===== src/rtl/gcd_ctrl.sv =====
`default_nettype none
// +----------------------------------------------------------------------------+
// | Module   : gcd_ctrl                                                        |
// | Purpose  : Control FSM for a subtractive GCD datapath. Loads operands A    |
// |            and B from the shared bus, iterates A-=B / B-=A steps until    |
// |            the datapath reports equality, then pulses done. The result    |
// |            is left in datapath register A. A watchdog bounds the number   |
// |            of subtract steps.                                             |
// | Ports    : clk, rst_n (async, active-low)                                  |
// |            start      - request a run (sampled in IDLE only)              |
// |            data_in    - shared operand bus (zero detection only)          |
// |            gt/lt/eq   - datapath compare flags                            |
// |            ldA/ldB    - datapath register load enables                    |
// |            sel1/sel2  - subtractor minuend/subtrahend select (0=A, 1=B)   |
// |            sel_in     - bus select (1=data_in, 0=subtractor)              |
// |            busy/done  - host handshake                                    |
// |            err        - run aborted (watchdog or both operands zero)      |
// |            iter_count - subtract steps in the last/current run            |
// | Options  : GCD_CTRL_ZERO_GUARD_EN - zero-operand detection and FIX state  |
// | Revision : 1.0 - initial release                                           |
// +----------------------------------------------------------------------------+
module gcd_ctrl #(
  parameter int WIDTH    = 16,
  parameter int CNT_W    = 16,
  parameter int MAX_ITER = 2**CNT_W-1
) (
  input  logic             clk,
  input  logic             rst_n,
  input  logic             start,
  input  logic [WIDTH-1:0] data_in,
  input  logic             gt,
  input  logic             lt,
  input  logic             eq,
  output logic             ldA,
  output logic             ldB,
  output logic             sel1,
  output logic             sel2,
  output logic             sel_in,
  output logic             busy,
  output logic             done,
  output logic             err,
  output logic [CNT_W-1:0] iter_count
);

  localparam logic [CNT_W-1:0] c_max_iter = CNT_W'(MAX_ITER);

  typedef enum logic [2:0] {
    S_IDLE   = 3'd0,
    S_LOAD_A = 3'd1,
    S_LOAD_B = 3'd2,
    S_RUN    = 3'd3,
    S_DONE   = 3'd4
`ifdef GCD_CTRL_ZERO_GUARD_EN
    , S_FIX  = 3'd5
`endif
  } state_t;

  state_t           r_state;
  state_t           w_next;
  logic [CNT_W-1:0] r_iter;
  logic             r_err;

  logic w_accept;   // start accepted in IDLE: clear per-run status
  logic w_inc;      // one subtract step issued this cycle
  logic w_set_err;  // abort condition reached this cycle
  logic w_zguard;   // a zero operand was seen; bypass the subtract loop

  // Only a single asserted flag is a real step request; anything else
  // (none, or several) ends the loop as if the registers were equal.
  logic w_gt_only;
  logic w_lt_only;
  assign w_gt_only = gt & ~lt & ~eq;
  assign w_lt_only = lt & ~gt & ~eq;

`ifdef GCD_CTRL_ZERO_GUARD_EN
  // Zero flags are registered, so the zero decision is taken in the first
  // RUN cycle rather than combinationally at the end of LOAD_B.
  logic r_za;
  logic r_zb;

  always_ff @(posedge clk or negedge rst_n) begin
    if (!rst_n) begin
      r_za <= 1'b0;
      r_zb <= 1'b0;
    end else if (w_accept) begin
      r_za <= 1'b0;
      r_zb <= 1'b0;
    end else if (r_state == S_LOAD_A) begin
      r_za <= (data_in == '0);
    end else if (r_state == S_LOAD_B) begin
      r_zb <= (data_in == '0);
    end
  end

  assign w_zguard = r_za | r_zb;
`else
  // The bus is not observed when the zero guard is compiled out.
  logic w_unused;
  assign w_unused = ^data_in;
  assign w_zguard = 1'b0;
`endif

  always_ff @(posedge clk or negedge rst_n) begin
    if (!rst_n) begin
      r_state <= S_IDLE;
      r_iter  <= '0;
      r_err   <= 1'b0;
    end else begin
      r_state <= w_next;
      if (w_accept) begin
        r_iter <= '0;
        r_err  <= 1'b0;
      end else begin
        if (w_inc) begin
          r_iter <= r_iter + CNT_W'(1);
        end
        if (w_set_err) begin
          r_err <= 1'b1;
        end
      end
    end
  end

  always_comb begin
    w_next    = r_state;
    ldA       = 1'b0;
    ldB       = 1'b0;
    sel1      = 1'b0;
    sel2      = 1'b0;
    sel_in    = 1'b0;
    w_accept  = 1'b0;
    w_inc     = 1'b0;
    w_set_err = 1'b0;

    case (r_state)
      S_IDLE: begin
        if (start) begin
          w_accept = 1'b1;
          w_next   = S_LOAD_A;
        end
      end

      S_LOAD_A: begin
        sel_in = 1'b1;
        ldA    = 1'b1;
        w_next = S_LOAD_B;
      end

      S_LOAD_B: begin
        sel_in = 1'b1;
        ldB    = 1'b1;
        w_next = S_RUN;
      end

      S_RUN: begin
        if (w_zguard) begin
`ifdef GCD_CTRL_ZERO_GUARD_EN
          if (r_za && r_zb) begin
            w_set_err = 1'b1;
            w_next    = S_DONE;
          end else if (r_zb) begin
            // B == 0: A already holds gcd(A, 0) = A.
            w_next = S_DONE;
          end else begin
            w_next = S_FIX;
          end
`endif
        end else if (!(w_gt_only || w_lt_only)) begin
          w_next = S_DONE;
        end else if (r_iter == c_max_iter) begin
          // Watchdog: refuse further steps, which also keeps iter_count
          // from ever wrapping.
          w_set_err = 1'b1;
          w_next    = S_DONE;
        end else begin
          sel1  = w_lt_only;
          sel2  = w_gt_only;
          ldA   = w_gt_only;
          ldB   = w_lt_only;
          w_inc = 1'b1;
        end
      end

`ifdef GCD_CTRL_ZERO_GUARD_EN
      S_FIX: begin
        // A == 0: copy B into A via B - A (= B - 0); not an iteration.
        sel1   = 1'b1;
        sel2   = 1'b0;
        ldA    = 1'b1;
        w_next = S_DONE;
      end
`endif

      S_DONE: begin
        w_next = S_IDLE;
      end

      default: begin
        w_next = S_IDLE;
      end
    endcase
  end

  assign busy       = (r_state != S_IDLE);
  assign done       = (r_state == S_DONE);
  assign err        = r_err;
  assign iter_count = r_iter;

endmodule
`default_nettype wire


===== config.mk =====
export PLATFORM = sky130hd
export DESIGN_NAME = gcd_ctrl
export DESIGN_NICKNAME = d
export VERILOG_FILES = /design/src/rtl/gcd_ctrl.sv
export SDC_FILE = /design/constraint.sdc
export NUM_CORES = 1
export LEC_CHECK = 0
export ABC_AREA = 0
export ABC_CLOCK_PERIOD_IN_PS = 2820
export BUFFER_PORTS_ARGS = -buffer_cell sky130_fd_sc_hd__buf_2
export CORE_MARGIN = 2
export CORE_UTILIZATION = 50
export CTS_CLUSTER_DIAMETER = 200
export DETAILED_ROUTE_END_ITERATION = 8
export PLACE_DENSITY = 0.79
export SLEW_MARGIN = 10
export SYNTH_ARGS = -nofsm -noshare
export SYNTH_HDL_FRONTEND = slang
export SYNTH_SLANG_ARGS = --single-unit

===== constraint.sdc =====
create_clock -name clk -period 2.82 [get_ports clk]
set_clock_uncertainty 0.1 [all_clocks]
set_input_delay 0 -clock clk [delete_from_list [all_inputs] [get_ports clk]]
set_output_delay 0 -clock clk [all_outputs]
set_load 0.01 [all_outputs]

==> results of run 1 <==
[what timing repair did]
item,in CTS,in global routing
hold buffers,2,0
setup buffers,0,0
endpoints found under the hold margin,21,0
[registers in the layout, summed over array words and instances, names as in the netlist]
| name | flops |
|---|---|
| err | 1 |
| iter_count | 16 |
| r_state | 3 |
[per-layer routing]
metal / track usage [%] / part of all wire [%]
met5: 0 / 0
met2: 39.1 / 51
met4: 6.41 / 0.89
met3: 5.00 / 4.4
met1: 29.6 / 43
[through the flow]
step	cell area [um2]	power [W]	hold slack [ns]	instances
2_1_floorplan	1230	0.000604	-0.396	132
3_3_place_gp	1380	0.000661	-0.127	183
3_5_place_dp	1380	0.000678	-0.125	183
4_1_cts	1430	0.000849	0.0749	189
5_1_grt	1430	0.000910	0.104	189
6_report	1430	0.000839	0.0547	189
[how the worst max path moves through the flow]
stage	end	slack, ns
finish	ldB	0.43
global route	ldB	0.18
CTS	ldB	0.42
detailed placement	iter_count[4]	0.71
global placement	iter_count[4]	0.83
floorplan	ldB	1.03
[synthesized netlist by cell type (2+ instances only)]
cell type and instances:
nand4_1 5, nor2b_1 2, nand3_1 4, or4_1 5
o21ai_0 5, o211ai_1 2, nand2b_1 7, dfrtp_1 20
o31ai_1 5, nor3_1 4, a21oi_1 8, nor3b_1 2
and3_1 2, nand2_1 17, nor2_1 6, buf_2 3
inv_1 2, nor4_1 5, clkbuf_1 2, mux2i_1 7
[cells by family (layout without fill, tap and decap cells)]
| group | count (synthesis) | in the layout |
|---|---|---|
| and+or+nand+nor | 69 | 69 |
| AOI/OAI and AO/OA | 24 | 24 |
| DFF | 20 | 20 |
| buffers and inverters | 9 | 38 |
| muxes | 7 | 7 |
| xor gates and xnor gates | 2 | 2 |
| adders and majority gates | 1 | 1 |
[power by group through the flow]
stage	registers, W	clock network, W	logic, W
4_1_cts	0.000379	0.000172	0.000297
3_5_place_dp	0.000385	0	0.000293
3_3_place_gp	0.000377	0	0.000284
2_1_floorplan	0.000347	0	0.000257
5_1_grt	0.000391	0.000187	0.000333
6_report	0.000381	0.000166	0.000292
[area by class of cell]
| cell class | count | area share [%] |
|---|---|---|
| clock buffer | 4 | 2.53 |
| inverter | 2 | 0.524 |
| multi-input combinational | 103 | 47.5 |
| sequential | 20 | 35.0 |
| tap | 28 | 2.45 |
| timing repair buffer | 32 | 12.1 |
[critical path, delay by kind of cell, from the launching register on]
kind                       cells  cell delay, ns
AOI/OAI and AO/OA              1            0.13
buffers and inverters          1            0.13
DFF                            1            0.42
and+or+nand+nor                3            1.00
adders and majority gates      1            0.30
==> results_dict.tcl, run 1 <==
set metrics [dict create \
    post-synth-top-area-cell "dfrtp_1" \
    synth_area_leaders "dfrtp_1 41%, mux2i_1 5.7%, nand2_1 5.2%, nand2b_1 3.6%, a21oi_1 3.3%" \
    cts-resized-gates 0 \
    ant_nets 0 \
    worst_slew_pin_slew_ns 0.592 \
    grt_overflow 0 \
    drt-total-wl_um 2810 \
    rsz0062_at_grt "false" \
    ys_seq_area_share_pct 40.7 \
    ys_types 39 \
    setup_viol 0 \
    dp_hpwl_um 2030 \
    cts.root.buffer_cell "clkbuf_4" \
    start_util_pct 54.0 \
    fin_tns_setup_ns 0 \
    seqPwrFrac_pct 45.4 \
    ff2ff_path_depth 5 \
    ys.flop_type "dfrtp_1" \
    r2r_setup_slack_ns 0.69 \
    core_um2 2280 \
    nNetsFinal 185 \
    final_core_util_pct 62.9 \
    grt_use_total_pct 23.1 \
    io_buffer_count 29 \
    post_drt_wl_per_cell_um 14.9 \
    worstSetupPathType "flop to primary output" \
    ctsLongestPathBuffers 2 \
    synthArstFlopShare_pct 100 \
    synth_area_um2 1230 \
    viasPerCell 5.96 \
    worstSkewPairLatency_ns 0.30 \
    worstSetupStartpointType "flop" \
    crit_fanout 11 \
    die_h_um 53.6 \
    antenna_found_initial 0 \
    syn-instance-count 132 \
    dieArea_um2 2870 \
    power.switching_w 0.000312 \
    yosys.area_share.simple_pct 34.3 \
    netlist.area_leader.share_pct 40.7 \
    r2r_end "iter_count[2]" \
    yosys_register_bits 20 \
    cts_inserted_buffers 3 \
    ioPinCount 46 \
    yosysWarningCount 0 \
    cts_sinks 20 \
    syn_nets 155 \
    synth_top_family_by_area "simple AND/OR/NAND/NOR gates" \
    crit_chain "ha_1, nand3_1, nor4_4, o21ai_0, and3b_2, buf_2" \
    hold_viol 0 \
    setup_ws_ns 0.431 \
    required_ns 2.72 \
    p_leak_nw 0.664 \
    grt_pass1_wl_um 4770 \
    slew_viol_final 0 \
    status "finished, final reports clean" \
    firstDrtPassIters 4 \
    drc_errors 0 \
    p_int_w 0.000527 \
    cpPeakStageDelay_ns 0.60 \
    row_count 17 \
    synth-compound-area-share_pct 12.2 \
    endpoint_kind "primary output" \
    ir_worst_vdd_mv 0.413 \
    layout_common_cells "29 x buf_2, 20 x dfrtp_1, 17 x nand2_1" \
    cts_tree "yes" \
    max_cap_viol_count 0 \
    final_common_cell "buf_2" \
    fillers 196 \
    slew_headroom_pct 60.2 \
    pwr-share-clk_pct 19.8 \
    area_growth_pct 16.5 \
    multi_input_area_um2 679 \
    power_frac_comb_pct 34.8 \
    antennaDiodeCount 0 \
    min_path_type "input port to async pin" \
    fin_crit_sh_pct 84.7 \
    crit_arrival_ns 2.29 \
    powerDensity_nw_per_um2 586 \
    drive_above_1_share_pct 25.5 \
    synth.area.mux_share_pct 5.70 \
    startpoint "iter_count[0]" \
    die_w_um 53.6 \
    grt_max_degree 21 \
    grt_pass1_vias 1012 \
    pre_cts_ws_ns 0.706 \
    first_iter_violations 34 \
    vias 1126 \
    avgSynthCellArea_um2 9.31 \
    h-tree-depth 1 \
    gp_congestion 0.770 \
    p_sw_share_pct 37.2 \
    timing.fmax_mhz 419 \
    synth_edf_count 0 \
    min_period_ns 2.39 \
    clk_pin_slew_ns 0.11 \
    register_area_um2 500 \
    synth_fa_ha_area_share_pct 1.02 \
    reg2reg_from "iter_count[0]" \
    synthXorXnorAreaFrac_pct 2.04 \
    slowest_stage "nor4_4" \
]
(Power assumes the default switching activity.)
==> run 2: changes to the inputs <==
--- a/config.mk
+++ b/config.mk
@@ -6,13 +6,13 @@
 export NUM_CORES = 1
 export LEC_CHECK = 0
 export ABC_AREA = 0
-export ABC_CLOCK_PERIOD_IN_PS = 2820
+export ABC_CLOCK_PERIOD_IN_PS = 2200
 export BUFFER_PORTS_ARGS = -buffer_cell sky130_fd_sc_hd__buf_2
 export CORE_MARGIN = 2
-export CORE_UTILIZATION = 50
+export CORE_UTILIZATION = 48
 export CTS_CLUSTER_DIAMETER = 200
 export DETAILED_ROUTE_END_ITERATION = 8
-export PLACE_DENSITY = 0.79
+export PLACE_DENSITY = 0.76
 export SLEW_MARGIN = 10
 export SYNTH_ARGS = -nofsm -noshare
 export SYNTH_HDL_FRONTEND = slang
==> constraint.sdc (replaced) <==
create_clock -name clk -period 2.2 [get_ports clk]
set_clock_uncertainty 0.1 [all_clocks]
set_input_delay 0 -clock clk [delete_from_list [all_inputs] [get_ports clk]]
set_output_delay 0 -clock clk [all_outputs]
set_load 0.01 [all_outputs]
==> run 2 against run 1 <==
Against the previous run:
- design area rose by 3.9%
- combinational power increased by 54%
- global-route usage decreased by 3.0 points
- clock-buffer cell count did not move
- clock power rose by 33%
- first-iteration DRC count down 59%
- critical path type unchanged
- critical path depth is 1 higher
- non-clock buffer count increased by 6
- die area up 3.9%
- sequential share of layout area is 1.3 points lower
- wire length increased by 1.7%
- via count is 1.1% higher
==> results_dict.tcl, run 2 (synthesized netlist as in run 1, its figures left out) <==
set metrics [dict create \
    status "finished, final reports clean" \
    cts.root.buffer_cell "clkbuf_4" \
    nNetsFinal 191 \
    clk_pin_slew_ns 0.12 \
    pwr-share-clk_pct 19.2 \
    post_drt_wl_per_cell_um 14.5 \
    crit_family "simple AND/OR/NAND/NOR gates" \
    drc_errors 0 \
    die_h_um 54.6 \
    grt_max_degree 21 \
    final_common_cell "buf_2" \
    crit_buf_inv 2 \
    firstDrtPassIters 4 \
    area_growth_pct 21.1 \
    setup_viol 0 \
    power_frac_comb_pct 39.3 \
    h-tree-depth 1 \
    gp_congestion 0.779 \
    crit_fanout 10 \
    worstSetupPathType "flop to primary output" \
    ioPinCount 46 \
    holdWs_ns 0.0522 \
    power.switching_w 0.000435 \
    slowest_stage "dfrtp_1" \
    cts_tree "yes" \
    cpPeakStageDelay_ns 0.43 \
    hold_viol 0 \
    largest_reg_flops 16 \
    powerDensity_nw_per_um2 768 \
    dieArea_um2 2980 \
    layout_common_cells "29 x buf_2, 20 x dfrtp_1, 17 x nand2_1" \
    ir_worst_vdd_mv 0.635 \
    max_cap_viol_count 0 \
    p_sw_share_pct 38.1 \
    p_leak_nw 0.699 \
    grt_overflow 0 \
    grt_pass1_vias 948 \
    viasPerCell 5.78 \
    endpoint_kind "primary output" \
    fillers 213 \
    timing.fmax_mhz 476 \
    io_buffer_count 29 \
    die_w_um 54.6 \
    drt-total-wl_um 2860 \
    crit_chain "ha_1, nand3_1, nor4_4, buf_6, o21ai_0, and3b_2, buf_2" \
    reg2reg_from "r_state[1]" \
    ant_nets 0 \
    p_int_w 0.000708 \
    layout.cells.non_filler 197 \
    ctsLongestPathBuffers 2 \
    min_path_type "input port to async pin" \
    first_iter_violations 14 \
    vias 1138 \
    antennaDiodeCount 0 \
    power_w 0.00114 \
    grt_pass1_wl_um 4270 \
    row_count 18 \
    start_util_pct 50.1 \
    r2r_setup_slack_ns 0.28 \
    drive_above_1_share_pct 28.7 \
    worstSkewPairLatency_ns 0.31 \
    fin_crit_sh_pct 95.5 \
    dp_hpwl_um 2080 \
    fin_tns_setup_ns 0 \
    worst_slew_pin_slew_ns 0.471 \
    required_ns 2.10 \
    r2r_end "iter_count[4]" \
    crit_arrival_ns 2.00 \
    ff2ff_path_depth 4 \
    worstSetupStartpointType "flop" \
    cts_inserted_buffers 3 \
    cts_sinks 20 \
    slew_viol_final 0 \
    min_period_ns 2.10 \
    core_um2 2450 \
    antenna_found_initial 0 \
    slew_headroom_pct 68.5 \
    dp_cells 188 \
    grt_use_total_pct 20.1 \
    seqPwrFrac_pct 41.5 \
]
-- run 2: cell count changes in the layout (fill, tap and decap cells not counted) --
cell	before	now
buf_6	0	1
buf_4	1	6
nor3b_1	2	1
nor3b_2	0	1
-- run 2: layout make-up --
class | instances | area, um2 | share of cell area [%]
Sequential cell | 20 | 500 | 33.6
Tap cell | 30 | 37.5 | 2.52
Timing Repair Buffer | 38 | 221 | 14.9
Multi-Input combinational cell | 103 | 684 | 46.0
Clock buffer | 4 | 36.3 | 2.44
Inverter | 2 | 7.51 | 0.505
-- run 2: what timing repair did --
action / in CTS / in global routing
hold endpoints to repair: 21 / 0
resized for setup: 0 / 2
buffers inserted: 0 / 3
gates cloned: 0 / 0
pin swaps: 1 / 1
endpoints found under the setup margin: 1 / 2
hold buffers: 2 / 0
-- run 2: metrics by stage --
step | util [%] | area (um2) | setup slack [ns]
6_report | 60.6 | 1490 | 0.0981
5_1_grt | 60.6 | 1490 | -0.0135
4_1_cts | 59.3 | 1460 | 0.00382
3_5_place_dp | 57.0 | 1400 | 0.282
3_3_place_gp | 57.0 | 1400 | 0.331
2_1_floorplan | - | 1230 | 0.409
-- run 2: layer usage --
| layer | global-route usage [%] | routed length (um) |
|---|---|---|
| met5 | 0 | 0 |
| met4 | 8.33 | 32 |
| met3 | 2.46 | 72 |
| met2 | 31.2 | 1370 |
| met1 | 28.1 | 1390 |
-- run 2: worst max-delay path by stage --
stage	cells after the start	slack, ns	to	from
6_report	7	0.1	ldB	iter_count[0]
5_1_grt	7	-0.01	ldB	iter_count[0]
4_1_cts	6	0.004	ldB	iter_count[11]
3_5_place_dp	7	0.28	ldB	iter_count[0]
3_3_place_gp	7	0.33	ldB	iter_count[0]
2_1_floorplan	6	0.41	ldB	iter_count[0]
-- run 2: power by group through the flow --
stage	registers, W	clock network [W]	logic (W)
final	0.000474	0.000220	0.000449
after global routing	0.000483	0.000236	0.000499
after detailed placement	0.000478	0	0.000420
after CTS	0.000472	0.000221	0.000423
after global placement	0.000472	0	0.000389
after floorplan	0.000444	0	0.000330
==> run 3: changes to the inputs <==
--- a/config.mk
+++ b/config.mk
@@ -12,7 +12,7 @@
 export CORE_UTILIZATION = 48
 export CTS_CLUSTER_DIAMETER = 200
 export DETAILED_ROUTE_END_ITERATION = 8
-export PLACE_DENSITY = 0.76
+export PLACE_DENSITY = 0.75
 export SLEW_MARGIN = 10
 export SYNTH_ARGS = -nofsm -noshare
 export SYNTH_HDL_FRONTEND = slang
==> run 3 against run 2 <==
Against the previous run:
- core utilization down 0.51 points
- total power shrank 7.8%
- via count is 0.18% lower
- first-iteration DRC count is 29% higher
- final cell count stayed put
- sequential share of layout area grew 0.29 points
- non-clock buffer count rose by 1
- combinational power is 8.5% lower
- fmax is 1.4% higher
- sequential power down 0.8%
- worst hold slack improved by 0.010 ns
- critical path depth unchanged
- critical path type unchanged
- highest routed layer unchanged
==> results_dict.tcl, run 3 (synthesized netlist as in run 1, its figures left out) <==
set metrics [dict create \
    final_common_cell "buf_2" \
    ctsLongestPathBuffers 2 \
    cpPeakStageDelay_ns 0.43 \
    drive_above_1_share_pct 28.7 \
    min_path_type "input port to async pin" \
    setup_viol 0 \
    timing.fmax_mhz 482 \
    vias 1136 \
    status "finished, final reports clean" \
    p_leak_nw 0.691 \
    dieArea_um2 2980 \
    layout.cells.non_filler 197 \
    nNetsFinal 192 \
    first_iter_violations 18 \
    antennaDiodeCount 0 \
    ant_nets 0 \
    antenna_found_initial 0 \
    fin_tns_setup_ns 0 \
    crit_arrival_ns 1.97 \
    max_cap_viol_count 0 \
    area_growth_pct 20.1 \
    crit_fanout 6 \
    ir_worst_vdd_mv 0.540 \
    crit_family "flip-flops" \
    crit_chain "ha_2, nand3_1, nor4_4, buf_4, o31a_1, nor3b_1, buf_2" \
    dp_hpwl_um 1940 \
    rsz0062_at_grt "false" \
    fin_crit_sh_pct 94.2 \
    clk_pin_slew_ns 0.11 \
    slew_headroom_pct 66.1 \
    post_drt_wl_per_cell_um 13.5 \
    endpoint_kind "primary output" \
    hold_viol 0 \
    cts_sinks 20 \
    die_h_um 54.6 \
    slew_viol_final 0 \
    grt_max_degree 21 \
    grt_pass1_vias 910 \
    viasPerCell 5.77 \
    drt-total-wl_um 2670 \
    row_count 18 \
    layout_common_cells "29 x buf_2, 20 x dfrtp_1, 17 x nand2_1" \
    multi_input_area_um2 682 \
    dp_cells 188 \
    worstSkewPairLatency_ns 0.29 \
    slowest_stage "dfrtp_1" \
    powerDensity_nw_per_um2 715 \
    required_ns 2.10 \
    gp_congestion 0.770 \
    ioPinCount 46 \
    cts.root.buffer_cell "clkbuf_4" \
    crit_buf_inv 2 \
    worst_slew_pin_slew_ns 0.507 \
    cts_tree "yes" \
    core_um2 2450 \
    worstSetupPathType "flop to primary output" \
    register_area_um2 500 \
    worstSetupStartpointType "flop" \
    firstDrtPassIters 4 \
    grt_overflow 0 \
    drc_errors 0 \
    largest_reg_flops 16 \
    grt_use_total_pct 19.2 \
    fillers 227 \
    die_w_um 54.6 \
    cts_inserted_buffers 3 \
    min_period_ns 2.07 \
    grt_pass1_wl_um 4070 \
    start_util_pct 50.1 \
    io_buffer_count 29 \
    h-tree-depth 1 \
]
## run 3: where the power goes
part           total (W)  leakage [nW]  switching (W)  internal (W)
Combinational   0.000411         0.403       0.000234      0.000177
Sequential      0.000470         0.274      0.0000606      0.000410
Clock           0.000173        0.0138       0.000110     0.0000637
Total            0.00105         0.691       0.000404      0.000650
## run 3: path summary, 6_finish.rpt
| kind | startpoint | endpoint | cells after the start | slack, ns |
|---|---|---|---|---|
| max in group asynchronous | rst_n | err | 2 | 1.63 |
| min in group clk | gt | iter_count[3] | 4 | 0.11 |
| min | rst_n | iter_count[11] | 2 | 0.06 |
| max reg2reg | r_state[1] | iter_count[4] | 4 | 0.31 |
| min reg2reg | err | err | 2 | 0.41 |
| max | iter_count[0] | ldA | 7 | 0.13 |
## run 3: per-layer routing
metal / up-vias / GRT usage (%) / share of wire [%]
li1: 561 / - / -
met1: 553 / 25.2 / 48
met2: 18 / 30.6 / 47
met3: 4 / 3.55 / 3.6
met4: 0 / 8.75 / 1.0
met5: - / 0 / 0
## run 3: through the flow
step	util [%]	setup WS, ns	total power [W]	hold WS [ns]	cell area (um2)
finish	60.1	0.127	0.00105	0.0626	1480
CTS	59.5	0.0279	0.00106	0.0849	1460
global placement	57.0	0.321	0.000862	-0.129	1400
floorplan	-	0.409	0.000774	-0.396	1230
global route	60.1	0.0147	0.00113	0.111	1480
detailed placement	57.0	0.282	0.000881	-0.126	1400
## run 3: timing repair
action,in CTS,in global routing
setup buffers,2,2
pin swaps,0,2
hold endpoints to repair,21,0
hold buffers,2,0
gates resized for setup,1,0
endpoints found under the setup margin,1,2
## run 3: final cells by class
cell class                      count  area share, %
Timing Repair Buffer               39           15.3
Clock buffer                        3           1.53
Sequential cell                    20           33.9
Inverter                            2          0.509
Tap cell                           30           2.54
Multi-Input combinational cell    103           46.2
